--- config.mk ---
export PLATFORM = sky130hd
export DESIGN_NAME = mem_arbiter
export DESIGN_NICKNAME = d
export VERILOG_FILES = /design/src/rtl/mem_arbiter_pkg.sv /design/src/rtl/mem_arbiter.sv
export SDC_FILE = /design/constraint.sdc
export NUM_CORES = 1
export LEC_CHECK = 0
export ABC_AREA = 1
export BUFFER_PORTS_ARGS = -buffer_cell sky130_fd_sc_hd__buf_2
export CAP_MARGIN = 30
export CORE_AREA = 5 5 224 226
export CTS_CLUSTER_SIZE = 14
export DETAILED_ROUTE_END_ITERATION = 16
export DIE_AREA = 0 0 229 231
export PLACE_DENSITY = 0.58
export SKIP_CTS_REPAIR_TIMING = 1
export SYNTH_ARGS = -nofsm -noshare
export SYNTH_HDL_FRONTEND = slang
export SYNTH_SLANG_ARGS = --single-unit
--- constraint.sdc ---
create_clock -name clk -period 2.2 [get_ports clk]
set_clock_uncertainty 0.15 [all_clocks]
set_input_delay 0.33 -clock clk [delete_from_list [all_inputs] [get_ports clk]]
set_output_delay 0.33 -clock clk [all_outputs]
set_load 0.02 [all_outputs]
--- src/rtl/mem_arbiter_pkg.sv ---
// Shared types and helpers for the instruction/data memory arbiter.
// State encodings, grant identifiers and the round-robin grant choice live here.
package mem_arbiter_pkg;

    typedef enum logic [1:0] {
        ARB_IDLE = 2'd0,
        ARB_REQ  = 2'd1,
        ARB_RESP = 2'd2,
        ARB_DONE = 2'd3
    } arb_state_e;

    localparam logic ARB_GRANT_I = 1'b0;
    localparam logic ARB_GRANT_D = 1'b1;

    // A lone requester wins outright; on a tie the side that was not served last wins.
    function automatic logic pickGrant(input logic iReq, input logic dReq, input logic lastGrant);
        logic grant;
        if (iReq && dReq) begin
            grant = ~lastGrant;
        end else if (dReq) begin
            grant = ARB_GRANT_D;
        end else begin
            grant = ARB_GRANT_I;
        end
        return grant;
    endfunction

endpackage

--- src/rtl/mem_arbiter.sv ---
// Shares one memory request/response port between the fetch and data sides,
// one end-to-end transaction at a time, with a one-cycle completion pulse.
module mem_arbiter
    import mem_arbiter_pkg::*;
#(
    parameter int ADDR_W  = 64,
    parameter int DATA_W  = 64,
    parameter int D_FIRST = 1
) (
    input  logic              clk,
    input  logic              rst,
    input  logic              icache_req_valid_i,
    input  logic [ADDR_W-1:0] icache_addr_i,
    input  logic              icache_data_wen_i,
    input  logic [DATA_W-1:0] icache_data_i,
    output logic              icache_data_valid_o,
    output logic [DATA_W-1:0] icache_data_o,
    input  logic              dcache_req_valid_i,
    input  logic [ADDR_W-1:0] dcache_addr_i,
    input  logic              dcache_data_wen_i,
    input  logic [DATA_W-1:0] dcache_data_i,
    output logic              dcache_data_valid_o,
    output logic [DATA_W-1:0] dcache_data_o,
    output logic              mem_req_valid_o,
    input  logic              mem_req_ready_i,
    output logic [ADDR_W-1:0] mem_addr_o,
    output logic              mem_wen_o,
    output logic [DATA_W-1:0] mem_wdata_o,
    input  logic              mem_resp_valid_i,
    input  logic [DATA_W-1:0] mem_rdata_i
);

    // Reset makes the favoured side look as if the other one was served last.
    localparam logic LAST_GRANT_RST = (D_FIRST != 0) ? ARB_GRANT_I : ARB_GRANT_D;

    arb_state_e        r_state;
    arb_state_e        w_nextState;
    logic              r_grant;
    logic              r_lastGrant;
    logic              w_grant;
    logic              w_anyReq;
    logic [ADDR_W-1:0] r_memAddr;
    logic              r_memWen;
    logic [DATA_W-1:0] r_memWdata;
    logic [DATA_W-1:0] r_icacheData;
    logic [DATA_W-1:0] r_dcacheData;

    assign w_anyReq = icache_req_valid_i || dcache_req_valid_i;

    always_comb begin
        w_nextState = r_state;
        w_grant     = pickGrant(icache_req_valid_i, dcache_req_valid_i, r_lastGrant);
        case (r_state)
            ARB_IDLE: if (w_anyReq)         w_nextState = ARB_REQ;
            ARB_REQ:  if (mem_req_ready_i)  w_nextState = ARB_RESP;
            ARB_RESP: if (mem_resp_valid_i) w_nextState = ARB_DONE;
            ARB_DONE:                       w_nextState = ARB_IDLE;
            default:                        w_nextState = ARB_IDLE;
        endcase
    end

    always_ff @(posedge clk) begin
        if (!rst) begin
            r_state      <= ARB_IDLE;
            r_grant      <= ARB_GRANT_I;
            r_lastGrant  <= LAST_GRANT_RST;
            r_memAddr    <= '0;
            r_memWen     <= 1'b0;
            r_memWdata   <= '0;
            r_icacheData <= '0;
            r_dcacheData <= '0;
        end else begin
            r_state <= w_nextState;
            // Request fields are captured once at grant so later input changes are ignored.
            if (r_state == ARB_IDLE && w_anyReq) begin
                r_grant    <= w_grant;
                r_memAddr  <= (w_grant == ARB_GRANT_D) ? dcache_addr_i     : icache_addr_i;
                r_memWen   <= (w_grant == ARB_GRANT_D) ? dcache_data_wen_i : icache_data_wen_i;
                r_memWdata <= (w_grant == ARB_GRANT_D) ? dcache_data_i     : icache_data_i;
            end
            if (r_state == ARB_RESP && mem_resp_valid_i) begin
                r_lastGrant <= r_grant;
                if (r_grant == ARB_GRANT_D) begin
                    r_dcacheData <= mem_rdata_i;
                end else begin
                    r_icacheData <= mem_rdata_i;
                end
            end
        end
    end

    assign mem_req_valid_o     = (r_state == ARB_REQ);
    assign mem_addr_o          = r_memAddr;
    assign mem_wen_o           = r_memWen;
    assign mem_wdata_o         = r_memWdata;
    assign icache_data_valid_o = (r_state == ARB_DONE) && (r_grant == ARB_GRANT_I);
    assign dcache_data_valid_o = (r_state == ARB_DONE) && (r_grant == ARB_GRANT_D);
    assign icache_data_o       = r_icacheData;
    assign dcache_data_o       = r_dcacheData;

endmodule

==> summary.md, run 1 <==
In the final routed layout, each cell accounts on average for 14.4 um. In this run, the number of DRC markers left after iteration 0 of detailed routing was 789. The final setup violation count was 0; the final net count was 2808.

After detailed routing, the total wire length is 45000 um. Summing over every cut layer, the via total after detailed routing is 13500. Global routing finished with a remaining overflow of 0.

The congestion estimate from routability-driven global placement came to 0.884. In this design, the stage delay of the slowest critical-path cell is 0.38 ns. The tool flagged a number of max-cap violations equal to 0.

The run finished, with violations left. The worst-case IR drop observed on VDD is 0.000726 V. The standard cell area after detailed placement is 14900 sq um. In the layout the commonest cells are sky130_fd_sc_hd__buf_2, sky130_fd_sc_hd__nor2_1, sky130_fd_sc_hd__nand2_1. Traced cell by cell, the critical path runs through ha_1, inv_1, nor2_1, buf_2. The cell count after synthesis came out at 1711. After floorplanning, the core was sized to cover 48100 sq um. In this run, synthesis produced a sequential element count of 261.

The number of nets still failing antenna checks after routing is 0, and the count of pins on the block boundary is 588. For the worst-skew pair, the clock arrives at the later sink with an insertion delay of 0.55 ns. The worst setup path is of the reg2out kind. Setup repair after global routing left no endpoint under its margin. After synthesis, the netlist uses 21 different library cells. Before CTS, the worst setup slack after placement is 0.313 ns. The post-CTS clock slew at the launch and capture registers of the worst setup and hold paths is 0.06 ns. Cell chosen for the clock root: sky130_fd_sc_hd__clkbuf_16. The type of origin of the critical path is a register. For the worst flop-to-flop path, the logic depth is 9. In the post-route analysis, the smallest setup slack over all paths is 0.226 ns. The filler cells instantiated in the layout total 4975. The finished cells cover 18100 sq um. The final clock period utilization by the worst path was 89.7%. The worst setup path is captured at a primary output. The number of pins exceeding their max-slew limit in the final report came out at 0.

The maximum fanout along the worst path works out to 4. TritonCTS built the clock tree. The logs give 81 for the maximum number of pins on one net before global-route repair and 2844 for the cell count after placement.

Detailed placement finished with a half-perimeter wire length of 31500 um. The floorplan has 81 rows. After synthesis, the mean cell area works out to 6.66 sq um. For this design, the sink count on the clock tree is 261. Summed over all cells, the static leakage comes to 9.39 nW. The worst hold path was traced through 5 stages. After synthesis the cells add up to 11400 sq um. H-tree depth: 1. For the finished layout, the period the worst path requires is 1.97 ns.

The library cell used most frequently in the layout, excluding fill and tap cells, is sky130_fd_sc_hd__buf_2. For the final-layout worst hold slack, the log shows -0.0542 ns. The cell with the biggest individual delay on the critical path is sky130_fd_sc_hd__dfxtp_1. The y dimension of the die is 231 um, and the switching power is 0.00742 W. For this design the ratio of total power to cell area is 1040 nW/um^2.

The logs give 1.49 ns for the data arrival time at the worst-slack endpoint and 3690 um for the total met3 wirelength after detailed routing. For the die footprint, the log shows 52900 sq um. The tools report the wire length of the first global-routing pass as 64800 um.

The clock network power share was 24.7%; the via density per instance was 4.33. In the final layout, the share of cells above drive strength 1 is 27.3%. Across every metal layer, demand over resource in global routing totals 14.8%. For flop-to-flop paths, the worst setup slack is 0.29 ns. In this run the most critical hold path is launched from icache_addr_i[36].

In the routed design, unresolved DRC markers number 0. Setup total negative slack on the finished layout was measured at 0 ns. For the headroom to the max-slew limit, the log shows 47.5%.

The worst register-to-register path ends at mem_wdata_o[35]$_SDFFE_PN0P_. Number of global-route vias before repair: 12200. Derived from the worst setup path, the maximum achievable clock frequency is 507 MHz. The path with the worst hold slack has its endpoint at mem_addr_o[36]$_SDFFE_PN0P_. The sequential fraction of the synthesis area came out at 45.8%. The maximum clock insertion buffer count was 3. The TritonCTS buffer count is 29. At the worst endpoint, the required time is 1.72 ns. The first detailed-routing pass took 5 iterations. The number of nets in the synthesized netlist is 2043. The internal portion of the total power is 0.0113 W.

The worst register-to-register path begins at r_state[0]$_SDFFE_PN0P_. Buffers placed on the I/O ports in this run total 587. Combinational cells account for 40.7% of the total power. The detailed router put a total of 17900 um of wire on met1.

Routed signal wires occupy layers up through met4. Registers are responsible for 34.6% of the overall power. Worst hold path class: in2reg. Yosys printed 0 warnings. The run gives 3120 as the final non-filler cell total.

The final reports fail on negative hold slack. Relative to the synthesized area, the layout overhead comes to 58.4%. In this run switching power makes up 39.7% of total power. Once the floorplan was initialized, standard cells occupied 23.7% of the core.

The width of the chip works out to 229 um. For the pin with the worst max-slew slack, the measured transition is 0.788 ns. The count of final hold-check violations was 55.

The routed design uses 21900 um of met2 wire. The number of antenna violations at the first check in global routing was 2.
layout make-up:
type | instances | area [sq um] | share of cell area, %
antenna | 2 | 5.00 | 0.0277
clock buffer | 46 | 870 | 4.82
clock inverter | 5 | 31.3 | 0.173
inverter | 141 | 529 | 2.93
multi-input combinational | 1190 | 4950 | 27.4
sequential | 261 | 5230 | 28.9
tap | 622 | 778 | 4.31
timing repair buffer | 853 | 5670 | 31.4
cell usage after synthesis:
library cell	n	area share [%]
sky130_fd_sc_hd__clkbuf_1	37	1.2
sky130_fd_sc_hd__nand4_1	1	0.055
sky130_fd_sc_hd__buf_4	8	0.53
sky130_fd_sc_hd__nor2_4	1	0.099
sky130_fd_sc_hd__nor2_1	522	17
sky130_fd_sc_hd__nand2_1	334	11
sky130_fd_sc_hd__a21oi_1	66	2.9
sky130_fd_sc_hd__o21ai_0	171	7.5
sky130_fd_sc_hd__nand3_1	65	2.9
sky130_fd_sc_hd__clkbuf_2	4	0.18
sky130_fd_sc_hd__inv_1	139	4.6
sky130_fd_sc_hd__o21ai_1	23	1.0
sky130_fd_sc_hd__dfxtp_1	261	46
sky130_fd_sc_hd__nor2_2	2	0.11
sky130_fd_sc_hd__nand2_2	1	0.055
sky130_fd_sc_hd__buf_6	24	2.4
sky130_fd_sc_hd__buf_2	43	1.9
sky130_fd_sc_hd__ha_1	4	0.44
sky130_fd_sc_hd__clkbuf_4	1	0.066
sky130_fd_sc_hd__inv_2	2	0.066
sky130_fd_sc_hd__buf_1	2	0.066
per-layer routing:
metal,vias up,GRT usage (%)
met3,85,3.76
met5,-,0
met1,6059,17.9
li1,6784,-
met2,571,25.8
met4,0,4.94
through the flow:
step	hold slack [ns]	power, W	util (%)
after floorplan	0.295	0.0113	-
after global placement	0.296	0.0138	31.0
after detailed placement	0.298	0.0139	31.0
after CTS	-0.173	0.0186	32.9
after global routing	-0.00590	0.0200	37.5
final	-0.0542	0.0187	37.5
sequential cells by signal, indices dropped and copies added (netlist names):
register	cells
mem_wen_o	1
dcache_data_o	64
r_state	2
mem_wdata_o	64
r_grant	1
icache_data_o	64
mem_addr_o	64
r_lastGrant	1
logic make-up after synthesis:
kind of cell               after synthesis  share of synthesized area [%]
AOI/OAI and AO/OA                      260                           11.4
buffers and inverters                  260                           11.0
and+or+nand+nor                        926                           31.4
DFF                                    261                           45.8
adders and majority gates                4                          0.439
how the worst max path moves through the flow:
stage	from	endpoint	slack, ns	cells after the start
global route	r_state[0]$_SDFFE_PN0P_	icache_data_o[24]$_SDFFE_PN0P_	0.14	7
global placement	icache_req_valid_i	mem_wdata_o[10]$_SDFFE_PN0P_	0.38	8
finish	r_state[0]$_SDFFE_PN0P_	icache_data_valid_o	0.23	4
detailed placement	r_state[0]$_SDFFE_PN0P_	icache_data_o[27]$_SDFFE_PN0P_	0.31	7
CTS	r_state[0]$_SDFFE_PN0P_	icache_data_valid_o	0.18	4
floorplan	r_state[0]$_SDFFE_PN0P_	dcache_data_o[10]$_SDFFE_PN0P_	0.66	9
power by group through the flow:
stage          clock, W  sequential (W)  combinational [W]
6_report        0.00462         0.00647            0.00761
5_1_grt         0.00496         0.00659            0.00841
4_1_cts         0.00477         0.00647            0.00734
3_5_place_dp          0         0.00654            0.00733
3_3_place_gp          0         0.00653            0.00725
2_1_floorplan         0         0.00781            0.00350
worst max-delay path: cells and delay by family (launching register included):
| kind | cells | cell delay (ns) |
|---|---|---|
| DFF | 1 | 0.38 |
| adders and majority gates | 1 | 0.23 |
| buffers and inverters | 2 | 0.23 |
| and+or+nand+nor | 1 | 0.10 |
Note: power is estimated with default switching activity, not from simulation.
==> run 2, diff against run 1 <==
GPL_TIMING_DRIVEN = 0   (was unset)
clock period = 2.15 ns   (was 2.2 ns; I/O delays follow)
==> summary.md, run 2 (synthesized netlist as in run 1, its figures left out) <==
The number of pins exceeding their max-slew limit in the final report is 0. The final reports fail on negative hold slack. Net switching is 40.4% of the power. The worst hold path startpoint was icache_data_i[50]. The run gives 14200 as the total via count after detailed routing.

The placed wire-length estimate came out at 39600 um. The logs give 6 for the first-pass iteration count of the detailed router and 81 for the cell row count. The maximum fanout along the worst path is 19. The final-layout worst hold slack is -0.0724 ns, and the number of cell instances on the worst register-to-register path is 7. The worst hold path endpoint is mem_wdata_o[50]$_SDFFE_PN0P_. The smallest setup slack after layout was 0.128 ns. The analysis attributes to net switching a power of 0.00818 W. The total power density per cell area is 1080 nW/um^2. The worst hold path class was in2reg. For the data arrival time at the worst-slack endpoint, the log shows 1.55 ns. TritonCTS built the clock tree.

The critical register-to-register path endpoint was mem_addr_o[40]$_SDFFE_PN0P_. The number of antenna violations at the first check in global routing is 0, and the final clock period utilization by the worst path is 94.0%. The number of fillers in the final layout is 4962. After detailed routing, the total wire length is 52800 um. The run finished, with violations left.

The logs give 46 for the count of final hold-check violations and 74500 um for the wire length of the first global-routing pass. Setup repair after global routing left no endpoint under its margin. The region available for standard cell placement spans 48100 sq um. Combinational cells account for 41.5% of the total power. The signed area change from the synthesized netlist to the final layout is 64.0%, and the count of pins on the block boundary is 588. The top cell types in the final layout, fill and taps aside, are sky130_fd_sc_hd__buf_2, sky130_fd_sc_hd__nor2_1, sky130_fd_sc_hd__nand2_1. Across the run, the number of max-cap violations was 0. The most common cell after layout, fill and taps aside is sky130_fd_sc_hd__buf_2. The worst-case IR drop observed on VDD is 0.000515 V. For flop-to-flop paths, the worst setup slack is 0.15 ns.

At the placement stage, the worst setup path has a slack of -0.191 ns. The logs give 1 for the H-tree depth and 0.0121 W for the total internal power. After detailed routing, the number of vias per cell comes to 4.40. The post-detailed-route wirelength per cell was 16.3 um. The y dimension of the die is 231 um. The detailed router finished its first iteration with 645 violations.

The smallest clock period supported by the final layout is computed as 2.02 ns. The tools report the post-route DRC violation count as 0. The worst setup path is launched from a register. By startpoint and endpoint, the worst setup path is classified as reg2out. The maximum operating frequency was 495 MHz; the latest clock arrival within the worst-skew pair was 0.56 ns.

Headroom to the max-slew limit came out at 44.1%. The aggregate global routing overflow was 0; the total number of clock tree sinks was 261. The kind of end point of the critical path was a primary output. The final setup violation count was 0; the maximum clock insertion buffer count was 3. The overall track demand over capacity in global routing was 17.5%. STA puts the critical path data required time at 1.68 ns. The cell chosen for the clock root is sky130_fd_sc_hd__clkbuf_16. Entering global routing, the biggest net connects 15 pins. The share of final-layout standard cells stronger than drive strength 1 is 27.6%. The clock network power share is 25.7%, and the static leakage power is 9.74 nW.

Clock-pin slew was measured on the worst setup and hold paths at 0.06 ns. The count of nets left with antenna violations once routing finished came out at 0. Critical register-to-register path startpoint: r_lastGrant$_SDFFE_PN0N_.

The congestion estimate from routability-driven global placement came to 0.935. The die covers 52900 sq um. The sequential share of power came out at 32.8%.

The width of the chip was 229 um; the number of cells on the worst hold path was 5. The slew at the pin with the worst max-slew slack was 0.839 ns. The total of buffers placed on input and output ports is 587.

TritonCTS created 29 clock buffers. For this configuration, the core starts out at a cell density of 23.7%. The logs give 13100 for the number of global-route vias before repair and 2916 for the final net count.
run 2: how the worst max path moves through the flow:
stage                             from                        endpoint  slack (ns)  cells past startpoint
2_1_floorplan  r_state[0]$_SDFFE_PN0P_  dcache_data_o[10]$_SDFFE_PN0P_        0.61                      9
3_3_place_gp                       rst     mem_addr_o[28]$_SDFFE_PN0P_       -0.14                      5
3_5_place_dp                       rst     mem_addr_o[36]$_SDFFE_PN0P_       -0.19                      5
4_1_cts           r_grant$_SDFFE_PN0P_             dcache_data_valid_o       -0.37                      6
5_1_grt        r_state[0]$_SDFFE_PN0P_   dcache_data_o[8]$_SDFFE_PN0P_        0.02                      9
6_report          r_grant$_SDFFE_PN0P_             dcache_data_valid_o        0.13                      5
run 2: area by class of cell:
class | count | area (sq um) | area share (%)
Antenna cell | 1 | 2.50 | 0.0134
Buffer | 118 | 742 | 3.97
Clock buffer | 39 | 803 | 4.30
Clock inverter | 15 | 185 | 0.991
Inverter | 141 | 529 | 2.83
Multi-Input combinational cell | 1190 | 4930 | 26.4
Sequential cell | 261 | 5230 | 28.0
Tap cell | 622 | 778 | 4.16
Timing Repair Buffer | 843 | 5500 | 29.4
run 2: metal layers:
layer	global-route usage (%)	up-vias	share of wire (%)
met5	0	-	0
met4	4.77	0	3.6
met3	4.93	127	8.1
met2	31.2	649	48
met1	20.8	6405	40
li1	-	7030	-
run 2: worst max-delay path, cell delays in order, from the launching register on:
cell	delay [ns]
sky130_fd_sc_hd__dfxtp_1	0.30
sky130_fd_sc_hd__clkbuf_4	0.21
sky130_fd_sc_hd__buf_12	0.19
sky130_fd_sc_hd__nand2_1	0.07
sky130_fd_sc_hd__inv_1	0.05
sky130_fd_sc_hd__buf_2	0.15
run 2: power by group through the flow:
stage / clock network (W) / registers, W / logic (W)
floorplan: 0 / 0.00799 / 0.00359
global placement: 0 / 0.00667 / 0.00795
detailed placement: 0 / 0.00670 / 0.00800
CTS: 0.00532 / 0.00662 / 0.00802
global route: 0.00552 / 0.00675 / 0.00922
finish: 0.00520 / 0.00663 / 0.00839
run 2: through the flow:
step	util (%)	std cells	TNS (ns)	area [sq um]	power, W
floorplan	-	1711	0	11400	0.0116
global placement	31.4	2920	-1.17	15100	0.0146
detailed placement	31.4	2920	-1.52	15100	0.0147
CTS	33.5	2974	-0.687	16100	0.0200
global route	38.8	3229	0	18700	0.0215
finish	38.8	3230	0	18700	0.0202
